## src/rtl/module_calc_ctrl.sv

```systemverilog
// Keypad calculator sequencer: assembles two BCD operands from key strobes,
// hands them to the BCD adder over valid/ready and shows the returned sum.
module module_calc_ctrl #(
    parameter int DIGITS = 3,
    parameter int W      = 4 * DIGITS
) (
    input  logic           clk,
    input  logic           rst,
    input  logic           key_valid,
    input  logic [3:0]     key_code,
    output logic [W-1:0]   first_num,
    output logic [W-1:0]   second_num,
    output logic           op_valid,
    input  logic           op_ready,
    input  logic           res_valid,
    input  logic [W+3:0]   res_data,
    output logic [W+3:0]   disp_value,
    output logic [2:0]     state
);

    localparam int CW = $clog2(DIGITS + 1);

    typedef enum logic [2:0] {
        ENTER_A  = 3'd0,
        ENTER_B  = 3'd1,
        REQUEST  = 3'd2,
        WAIT_RES = 3'd3,
        SHOW     = 3'd4
    } state_t;

    state_t          cur_state, nxt_state;
    logic [W-1:0]    first_nxt, second_nxt;
    logic [W+3:0]    result_q, result_nxt, disp_nxt;
    logic [CW-1:0]   cnt_q, cnt_nxt;
    logic            is_digit, is_next, is_clear, cnt_full;

    assign is_digit = key_valid && (key_code <= 4'd9);
    assign is_next  = key_valid && (key_code == 4'hA);
    assign is_clear = key_valid && (key_code == 4'hB);
    assign cnt_full = (cnt_q == CW'(DIGITS));
    assign state    = cur_state;

    always_comb begin
        nxt_state  = cur_state;
        first_nxt  = first_num;
        second_nxt = second_num;
        result_nxt = result_q;
        cnt_nxt    = cnt_q;
        disp_nxt   = '0;
        case (cur_state)
            ENTER_A: begin
                if (is_clear) begin
                    first_nxt  = '0;
                    second_nxt = '0;
                    result_nxt = '0;
                    cnt_nxt    = '0;
                end else if (is_next) begin
                    nxt_state  = ENTER_B;
                    second_nxt = '0;
                    cnt_nxt    = '0;
                end else if (is_digit && !cnt_full) begin
                    first_nxt = {first_num[W-5:0], key_code};
                    cnt_nxt   = cnt_q + 1'b1;
                end
            end
            ENTER_B: begin
                if (is_clear) begin
                    nxt_state  = ENTER_A;
                    first_nxt  = '0;
                    second_nxt = '0;
                    result_nxt = '0;
                    cnt_nxt    = '0;
                end else if (is_next) begin
                    nxt_state = REQUEST;
                end else if (is_digit && !cnt_full) begin
                    second_nxt = {second_num[W-5:0], key_code};
                    cnt_nxt    = cnt_q + 1'b1;
                end
            end
            // Keys and CLEAR are deliberately dropped until the adder answers.
            REQUEST: begin
                if (op_ready) nxt_state = WAIT_RES;
            end
            WAIT_RES: begin
                if (res_valid) begin
                    result_nxt = res_data;
                    nxt_state  = SHOW;
                end
            end
            SHOW: begin
                if (is_clear) begin
                    nxt_state  = ENTER_A;
                    first_nxt  = '0;
                    second_nxt = '0;
                    result_nxt = '0;
                    cnt_nxt    = '0;
                end else if (is_digit) begin
                    nxt_state  = ENTER_A;
                    first_nxt  = {{(W-4){1'b0}}, key_code};
                    second_nxt = '0;
                    cnt_nxt    = CW'(1);
                end
            end
            default: nxt_state = ENTER_A;
        endcase

        // Display is registered, so it is derived from the upcoming state.
        case (nxt_state)
            ENTER_A:                    disp_nxt = {4'h0, first_nxt};
            ENTER_B, REQUEST, WAIT_RES: disp_nxt = {4'h0, second_nxt};
            SHOW:                       disp_nxt = result_nxt;
            default:                    disp_nxt = '0;
        endcase
    end

    always_ff @(posedge clk or negedge rst) begin
        if (!rst) begin
            cur_state  <= ENTER_A;
            first_num  <= '0;
            second_num <= '0;
            result_q   <= '0;
            cnt_q      <= '0;
            op_valid   <= 1'b0;
            disp_value <= '0;
        end else begin
            cur_state  <= nxt_state;
            first_num  <= first_nxt;
            second_num <= second_nxt;
            result_q   <= result_nxt;
            cnt_q      <= cnt_nxt;
            op_valid   <= (nxt_state == REQUEST);
            disp_value <= disp_nxt;
        end
    end

endmodule

```

## config.mk

```make
export PLATFORM = sky130hd
export DESIGN_NAME = module_calc_ctrl
export DESIGN_NICKNAME = d
export VERILOG_FILES = /design/src/rtl/module_calc_ctrl.sv
export SDC_FILE = /design/constraint.sdc
export NUM_CORES = 1
export LEC_CHECK = 0
export ABC_AREA = 1
export CORE_AREA = 5 5 112 114
export CTS_BUF_LIST = sky130_fd_sc_hd__clkbuf_4 sky130_fd_sc_hd__clkbuf_8
export DETAILED_ROUTE_END_ITERATION = 16
export DIE_AREA = 0 0 117 119
export GPL_ROUTABILITY_DRIVEN = 0
export PLACE_DENSITY_LB_ADDON = 0.15
export SYNTH_ARGS = -nofsm -noshare
export SYNTH_HDL_FRONTEND = slang
export SYNTH_SLANG_ARGS = --single-unit
```

## constraint.sdc

```tcl
create_clock -name clk -period 1.7 [get_ports clk]
set_input_delay 0.51 -clock clk [delete_from_list [all_inputs] [get_ports clk]]
set_output_delay 0.51 -clock clk [all_outputs]
set_load 0.02 [all_outputs]
```

==> qor.csv, run 1 <==
metric;value;unit
end_kind;primary output;
fin_util;43.9;%
tns;0;ns
post-place-ws;-0.625;ns
critPathRequiredTime;1.19;ns
slowest_stage;dfrtp_1;
path_clk_slew;0.07;ns
core-area;11300;µm²
start_util;29.5;%
grt_pass1_wl;16.9;mm
status;completed;
vdd_drop_max;0.000604;V
htree_levels;3;
top_layer_used;met4;
synth_nets;466;
critPathBufInv;1;
grt_pass1_vias;3252;
vias;3236;
wl_per_cell;14.8;µm
comb_power_share;55.4;%
path_max_fanout;3;
viasPerCell;4.51;
nets;596;
arrival;1.14;ns
fmax;0.608;GHz
hold_viol;0;
p_sw;3.64;mW
drive_gt1_share;24.9;%
slew_headroom;76.7;%
synth.avg_cell_area;7.59;µm²
crit_type;flip-flop to primary output;
cts_hold_buf;0;
p_leak;2.68;nW
r2r_start;cnt_q[1]$_DFFE_PN0P_;
die_h;119;µm
total_power;8.16;mW
critical_path.top_delay_family;flip-flops;
placement.cell_area;4560;µm²
globalRoute.totalOverflow;0;
power.density;1640;nW/µm²
wirelength_met1;4.76;mm
grt_max_degree;63;
rows;39;
io_pins;69;
timing.rr.end;disp_value[0]$_DFF_PN0_;
setup_viol;0;
seq_power_share;28.5;%
die_area;13900;µm²
met2WireLength;5.08;mm
num_antenna_cells;0;
drv_cap;0;
dp.cells;692;
insertion_delay;0.34;ns
drc;0;
finalMaxSlewViolations;0;
worst_setup_path_start_kind;flip-flop;
crit_chain;dlygate4sd2_1;
fill_cells;1147;
drtPass1Iterations;5;
clockRootBuffer;clkbuf_8;
layout_setup_ws;0.0541;ns
clk_path_buf_depth;2;
wl_met3;623;µm
cts_tree;built;
port_buffers;68;
fin_skew;0.00614;ns
grt_use_total;15.6;%
ant_nets;0;
design_area;4970;µm²
layout-area-overhead-vs-synth;48.9;%
cts_sinks;62;
initialDrtViolationCount;216;
yosysSeqAreaShare;46.4;%
finalWirelength;10.6;mm
rsz0062_at_grt;yes;
fp.dieW;117;µm
crit_cells;1;
p_int;4.53;mW
fin_crit;1.65;ns
critPathCapture;state[2];
hold_ws;0.151;ns
p_sw_share;44.5;%
final_cell_count_no_fill;717;
cp-startpoint;state[2]$_DFF_PN0_;
r2r_cells;9;
antenna_found_initial;0;
clkPwrFrac;16.1;%
tightestPinTransition;0.350;ns
min_period_over_period;96.8;%
yosys_warnings;0;
hpwl;7.77;mm
synth_cell_types;29;
netlist_instances;440;
netlist_area;3340;µm²
synth_seq_cells;62;
numCtsBuffers;9;
critPathMaxStageDelay;0.43;ns
worstHoldPathType;primary input to async pin;
r2r_slack;0.07;ns
[synth_stat cells]
cell / count / area share, %
o211ai_1: 1 / 0.22
a21oi_1: 3 / 0.45
nor3_1: 1 / 0.15
nor2_1: 28 / 3.1
nand2_4: 2 / 0.67
a211oi_1: 2 / 0.45
inv_1: 44 / 4.9
buf_4: 2 / 0.45
nor2_4: 3 / 1.0
nand3_2: 2 / 0.60
buf_6: 4 / 1.3
ha_1: 1 / 0.37
mux2_2: 8 / 2.7
o21ai_0: 13 / 1.9
dfrtp_1: 62 / 46
o21ai_1: 7 / 1.0
inv_2: 5 / 0.56
nor2_2: 6 / 1.1
a21boi_1: 1 / 0.22
nand2_2: 6 / 1.1
nand3_4: 3 / 1.6
xnor2_1: 1 / 0.26
o21ai_2: 1 / 0.26
clkbuf_1: 3 / 0.34
nand4_2: 1 / 0.37
nand4_1: 10 / 1.9
nand2_1: 177 / 20
nand3_1: 39 / 5.8
buf_2: 4 / 0.60
[kinds of logic after synthesis]
| group | synth area share, % |
|---|---|
| adder cells (fa/ha/maj) | 0.374 |
| multiplexers | 2.70 |
| AND/OR/NAND/NOR | 37.4 |
| XOR/XNOR | 0.262 |
| buffers and inverters | 8.24 |
| flip-flops | 46.4 |
| AO/OA/AOI/OAI | 4.61 |
[worst min-delay path by stage]
stage                           from  slack, ns                     end  cells past startpoint
2_1_floorplan                    rst       0.21    cnt_q[0]$_DFFE_PN0P_                      0
3_3_place_gp   result_q[4]$_DFF_PN0_       0.47   result_q[4]$_DFF_PN0_                      2
3_5_place_dp   result_q[4]$_DFF_PN0_       0.48   result_q[4]$_DFF_PN0_                      2
4_1_cts                          rst       0.18  first_num[7]$_DFF_PN0_                      2
5_1_grt                          rst       0.19  first_num[8]$_DFF_PN0_                      2
6_report                         rst       0.15  first_num[8]$_DFF_PN0_                      2
[power groups by stage]
stage / combinational (mW) / clock (mW) / sequential (mW)
global route: 4.97 / 1.40 / 2.39
floorplan: 1.93 / 0 / 2.75
CTS: 4.27 / 1.35 / 2.33
global placement: 4.28 / 0 / 2.37
detailed placement: 4.31 / 0 / 2.37
finish: 4.52 / 1.32 / 2.33
[repair_timing]
item / in CTS / in global routing
setup buffers: 0 / 7
cloned: 1 / 2
endpoints found under the setup margin: 98 / 24
pin swaps: 6 / 18
resized for setup: 73 / 32
[state kept, by name, summed over array words and instances, names as in the netlist]
signal      flops
cnt_q           2
disp_value     16
first_num      12
op_valid        1
result_q       16
second_num     12
state           3
[layer usage]
| layer | up-vias | GRT usage [%] |
|---|---|---|
| met5 | - | 0 |
| met2 | 79 | 24.6 |
| li1 | 1648 | - |
| met4 | 0 | 4.59 |
| met3 | 14 | 3.80 |
| met1 | 1495 | 21.1 |
[cell type report]
| class | instances | area [µm²] | share of cell area [%] |
|---|---|---|---|
| clock buffers | 11 | 145 | 2.92 |
| clock inverters | 4 | 47.5 | 0.956 |
| inverters | 49 | 189 | 3.80 |
| multi-input cells | 318 | 1690 | 34.0 |
| flip-flops and latches | 62 | 1550 | 31.2 |
| well taps | 143 | 179 | 3.60 |
| repair buffers | 130 | 1170 | 23.5 |
[cell usage in the layout, fill, tap and decap left out, types with 4 or more instances in the layout]
| cell type | count |
|---|---|
| buf_12 | 4 |
| buf_6 | 6 |
| nand3_4 | 4 |
| nor2_4 | 9 |
| nand3_2 | 8 |
| nand2_4 | 6 |
| nand2_1 | 170 |
| clkbuf_8 | 10 |
| o21ai_0 | 13 |
| dlygate4sd2_1 | 45 |
| clkdlybuf4s50_1 | 17 |
| nor2_2 | 5 |
| inv_1 | 43 |
| nand3_1 | 33 |
| dfrtp_1 | 61 |
| o21ai_1 | 7 |
| nand2_2 | 8 |
| buf_4 | 50 |
| nand4_1 | 10 |
| nor2_1 | 24 |
| mux2_2 | 8 |
| inv_2 | 4 |
(Power assumes the default switching activity.)
==> run 2, diff against run 1 <==
--- a/config.mk
+++ b/config.mk
@@ -6,6 +6,7 @@
 export NUM_CORES = 1
 export LEC_CHECK = 0
 export ABC_AREA = 1
+export CAP_MARGIN = 20
 export CORE_AREA = 5 5 112 114
 export CTS_BUF_LIST = sky130_fd_sc_hd__clkbuf_4 sky130_fd_sc_hd__clkbuf_8
 export DETAILED_ROUTE_END_ITERATION = 16
==> results of run 2 <==
The final DEF is identical to that of run 1; final timing and power are the same.
==> run 3, diff against run 2 <==
==> constraint.sdc (replaced) <==
create_clock -name clk -period 1.4 [get_ports clk]
set_input_delay 0.42 -clock clk [delete_from_list [all_inputs] [get_ports clk]]
set_output_delay 0.42 -clock clk [all_outputs]
set_load 0.02 [all_outputs]
==> qor.csv, run 3 (synthesis gave the netlist of run 1 again) <==
metric;value;unit;change
grt_use_total;17.4;%;+1.8 points
vdd_drop_max;0.000858;V;+42%
cts_tree;built;;
rsz0062_at_grt;yes;;
hold_ws;0.0627;ns;-0.0886 ns
multiInputGateArea;2060;µm²;+22%
power.density;2090;nW/µm²;+27%
grt_pass1_vias;3702;;+14%
drv_cap;0;;unchanged
hpwl;8.18;mm;+5.3%
critPathBufInv;1;;unchanged
worstHoldPathType;primary input to async pin;;
final_common_cell;nand2_1;;
die_h;119;µm;unchanged
numCtsBuffers;9;;unchanged
port_buffers;68;;unchanged
end_kind;flip-flop;;
globalRoute.totalOverflow;0;;unchanged
critical_path.top_delay_family;simple AND/OR/NAND/NOR gates;;
min_period_over_period;117;%;
fin_skew;0.0102;ns;+0.00403 ns
viasPerCell;4.64;;+2.8%
htree_levels;3;;unchanged
r2r_start;state[0]$_DFF_PN0_;;
grt_max_degree;63;;unchanged
num_antenna_cells;0;;unchanged
cts_sinks;62;;unchanged
antenna_found_initial;0;;unchanged
fp.dieW;117;µm;unchanged
critPathRequiredTime;1.68;ns;+0.49 ns
rows;39;;unchanged
path_clk_slew;0.07;ns;about the same
initialDrtViolationCount;117;;-46%
setup_viol;47;;+47
failed_checks;negative setup slack;;
largest_registers;disp_value (16), result_q (16);;
crit_type;flip-flop to flip-flop;;
core-area;11300;µm²;unchanged
finalMaxSlewViolations;0;;unchanged
slowest_stage;dfrtp_2;;
grt_pass1_wl;19.1;mm;+13%
start_util;29.5;%;unchanged
clk_path_buf_depth;2;;unchanged
post-place-ws;-0.974;ns;-0.349 ns
wl_per_cell;15.2;µm;+2.5%
path_max_fanout;8;;+5
drive_gt1_share;50.3;%;+25 points
worst_setup_path_start_kind;flip-flop;;
die_area;13900;µm²;unchanged
fmax;0.610;GHz;
crit_chain;inv_4 -> nand2_8 -> nor2_4 -> nand3_4 -> nand3_4 -> nand2_1 -> nand2_2 -> nand2_2 -> nand3_2;;
vias;3560;;+10%
nets;645;;+8.2%
drc;0;;unchanged
p_leak;3.04;nW;+14%
io_pins;69;;unchanged
final_cell_mix;130 x nand2_1, 83 x buf_4, 59 x dfrtp_1, 46 x buf_2, 36 x inv_1;;
critPathMaxStageDelay;0.49;ns;+0.06 ns
cp-startpoint;state[0]$_DFF_PN0_;;
layout_setup_ws;-0.239;ns;-0.293 ns
seq_area;1560;µm²;+0.16%
hold_viol;0;;unchanged
slew_headroom;75.3;%;-1.4 points
fill_cells;1113;;-3.0%
tightestPinTransition;0.371;ns;+0.0212 ns
layout-area-overhead-vs-synth;69.8;%;
r2r_slack;-0.24;ns;-0.31 ns
insertion_delay;0.34;ns;about the same
status;finished, violations left;;
arrival;1.92;ns;+0.78 ns
clockRootBuffer;clkbuf_8;;
ant_nets;0;;unchanged
drtPass1Iterations;4;;-1
fin_crit;1.64;ns;
finalWirelength;11.7;mm;+9.7%
run 3: cell types whose count changed in the layout (fill, tap and decap cells not counted), moves of 20 or more:
| cell | before | now |
|---|---|---|
| dlygate4sd2_1 | 45 | 1 |
| buf_4 | 50 | 83 |
| nand2_2 | 8 | 33 |
| buf_6 | 6 | 26 |
| nand2_1 | 170 | 130 |
| buf_2 | 1 | 46 |
run 3: per-layer routing:
metal / global-route usage, % / wire length, µm / vias up
li1: - / - / 1755
met1: 23.8 / 5260 / 1705
met2: 27.6 / 5580 / 83
met3: 4.16 / 621 / 17
met4: 4.59 / 209 / 0
met5: 0 / 0 / -
run 3: cell type report:
class                           instances  area share, %
Sequential cell                        62           27.4
Clock inverter                          3          0.772
Inverter                               49           3.66
Timing Repair Buffer                  181           25.9
Multi-Input combinational cell        316           36.3
Tap cell                              143           3.15
Clock buffer                           13           2.82
run 3: repair_timing:
action,in CTS,in global routing
setup buffers,23,11
setup endpoints to repair,106,71
gates resized for setup,285,81
cloned,1,0
pin swaps,50,33
hold buffers,0,0
run 3: path summary, 6_finish.rpt:
path,endpoint,cells after the start
min in group clk,result_q[1]$_DFF_PN0_,2
max in group asynchronous,second_num[3]$_DFF_PN0_,2
min reg2reg,result_q[1]$_DFF_PN0_,2
max reg2reg,disp_value[10]$_DFF_PN0_,9
max,disp_value[10]$_DFF_PN0_,9
min,first_num[4]$_DFF_PN0_,2
run 3: worst register-to-register path: cells and delay by family, from the launching register on:
kind          cells  cell delay [ns]
flops             1             0.49
buf+inv           1             0.12
simple gates      8             0.97
run 3: metrics by stage:
| stage | utilization, % | TNS [ns] | cells | area, µm² | power (mW) |
|---|---|---|---|---|---|
| finish | 50.1 | -5.53 | 767 | 5670 | 11.9 |
| global route | 50.1 | -9.63 | 767 | 5670 | 12.7 |
| CTS | 48.0 | -4.74 | 759 | 5430 | 11.3 |
| detailed placement | 42.7 | -43.84 | 720 | 4830 | 8.69 |
| global placement | 42.7 | -42.25 | 720 | 4830 | 8.65 |
| floorplan | - | -1.37 | 440 | 3420 | 5.81 |
run 3: where the power goes:
group | switching (mW) | internal (mW)
Combinational | 4.10 | 3.29
Clock | 0.727 | 0.933
Sequential | 0.400 | 2.41
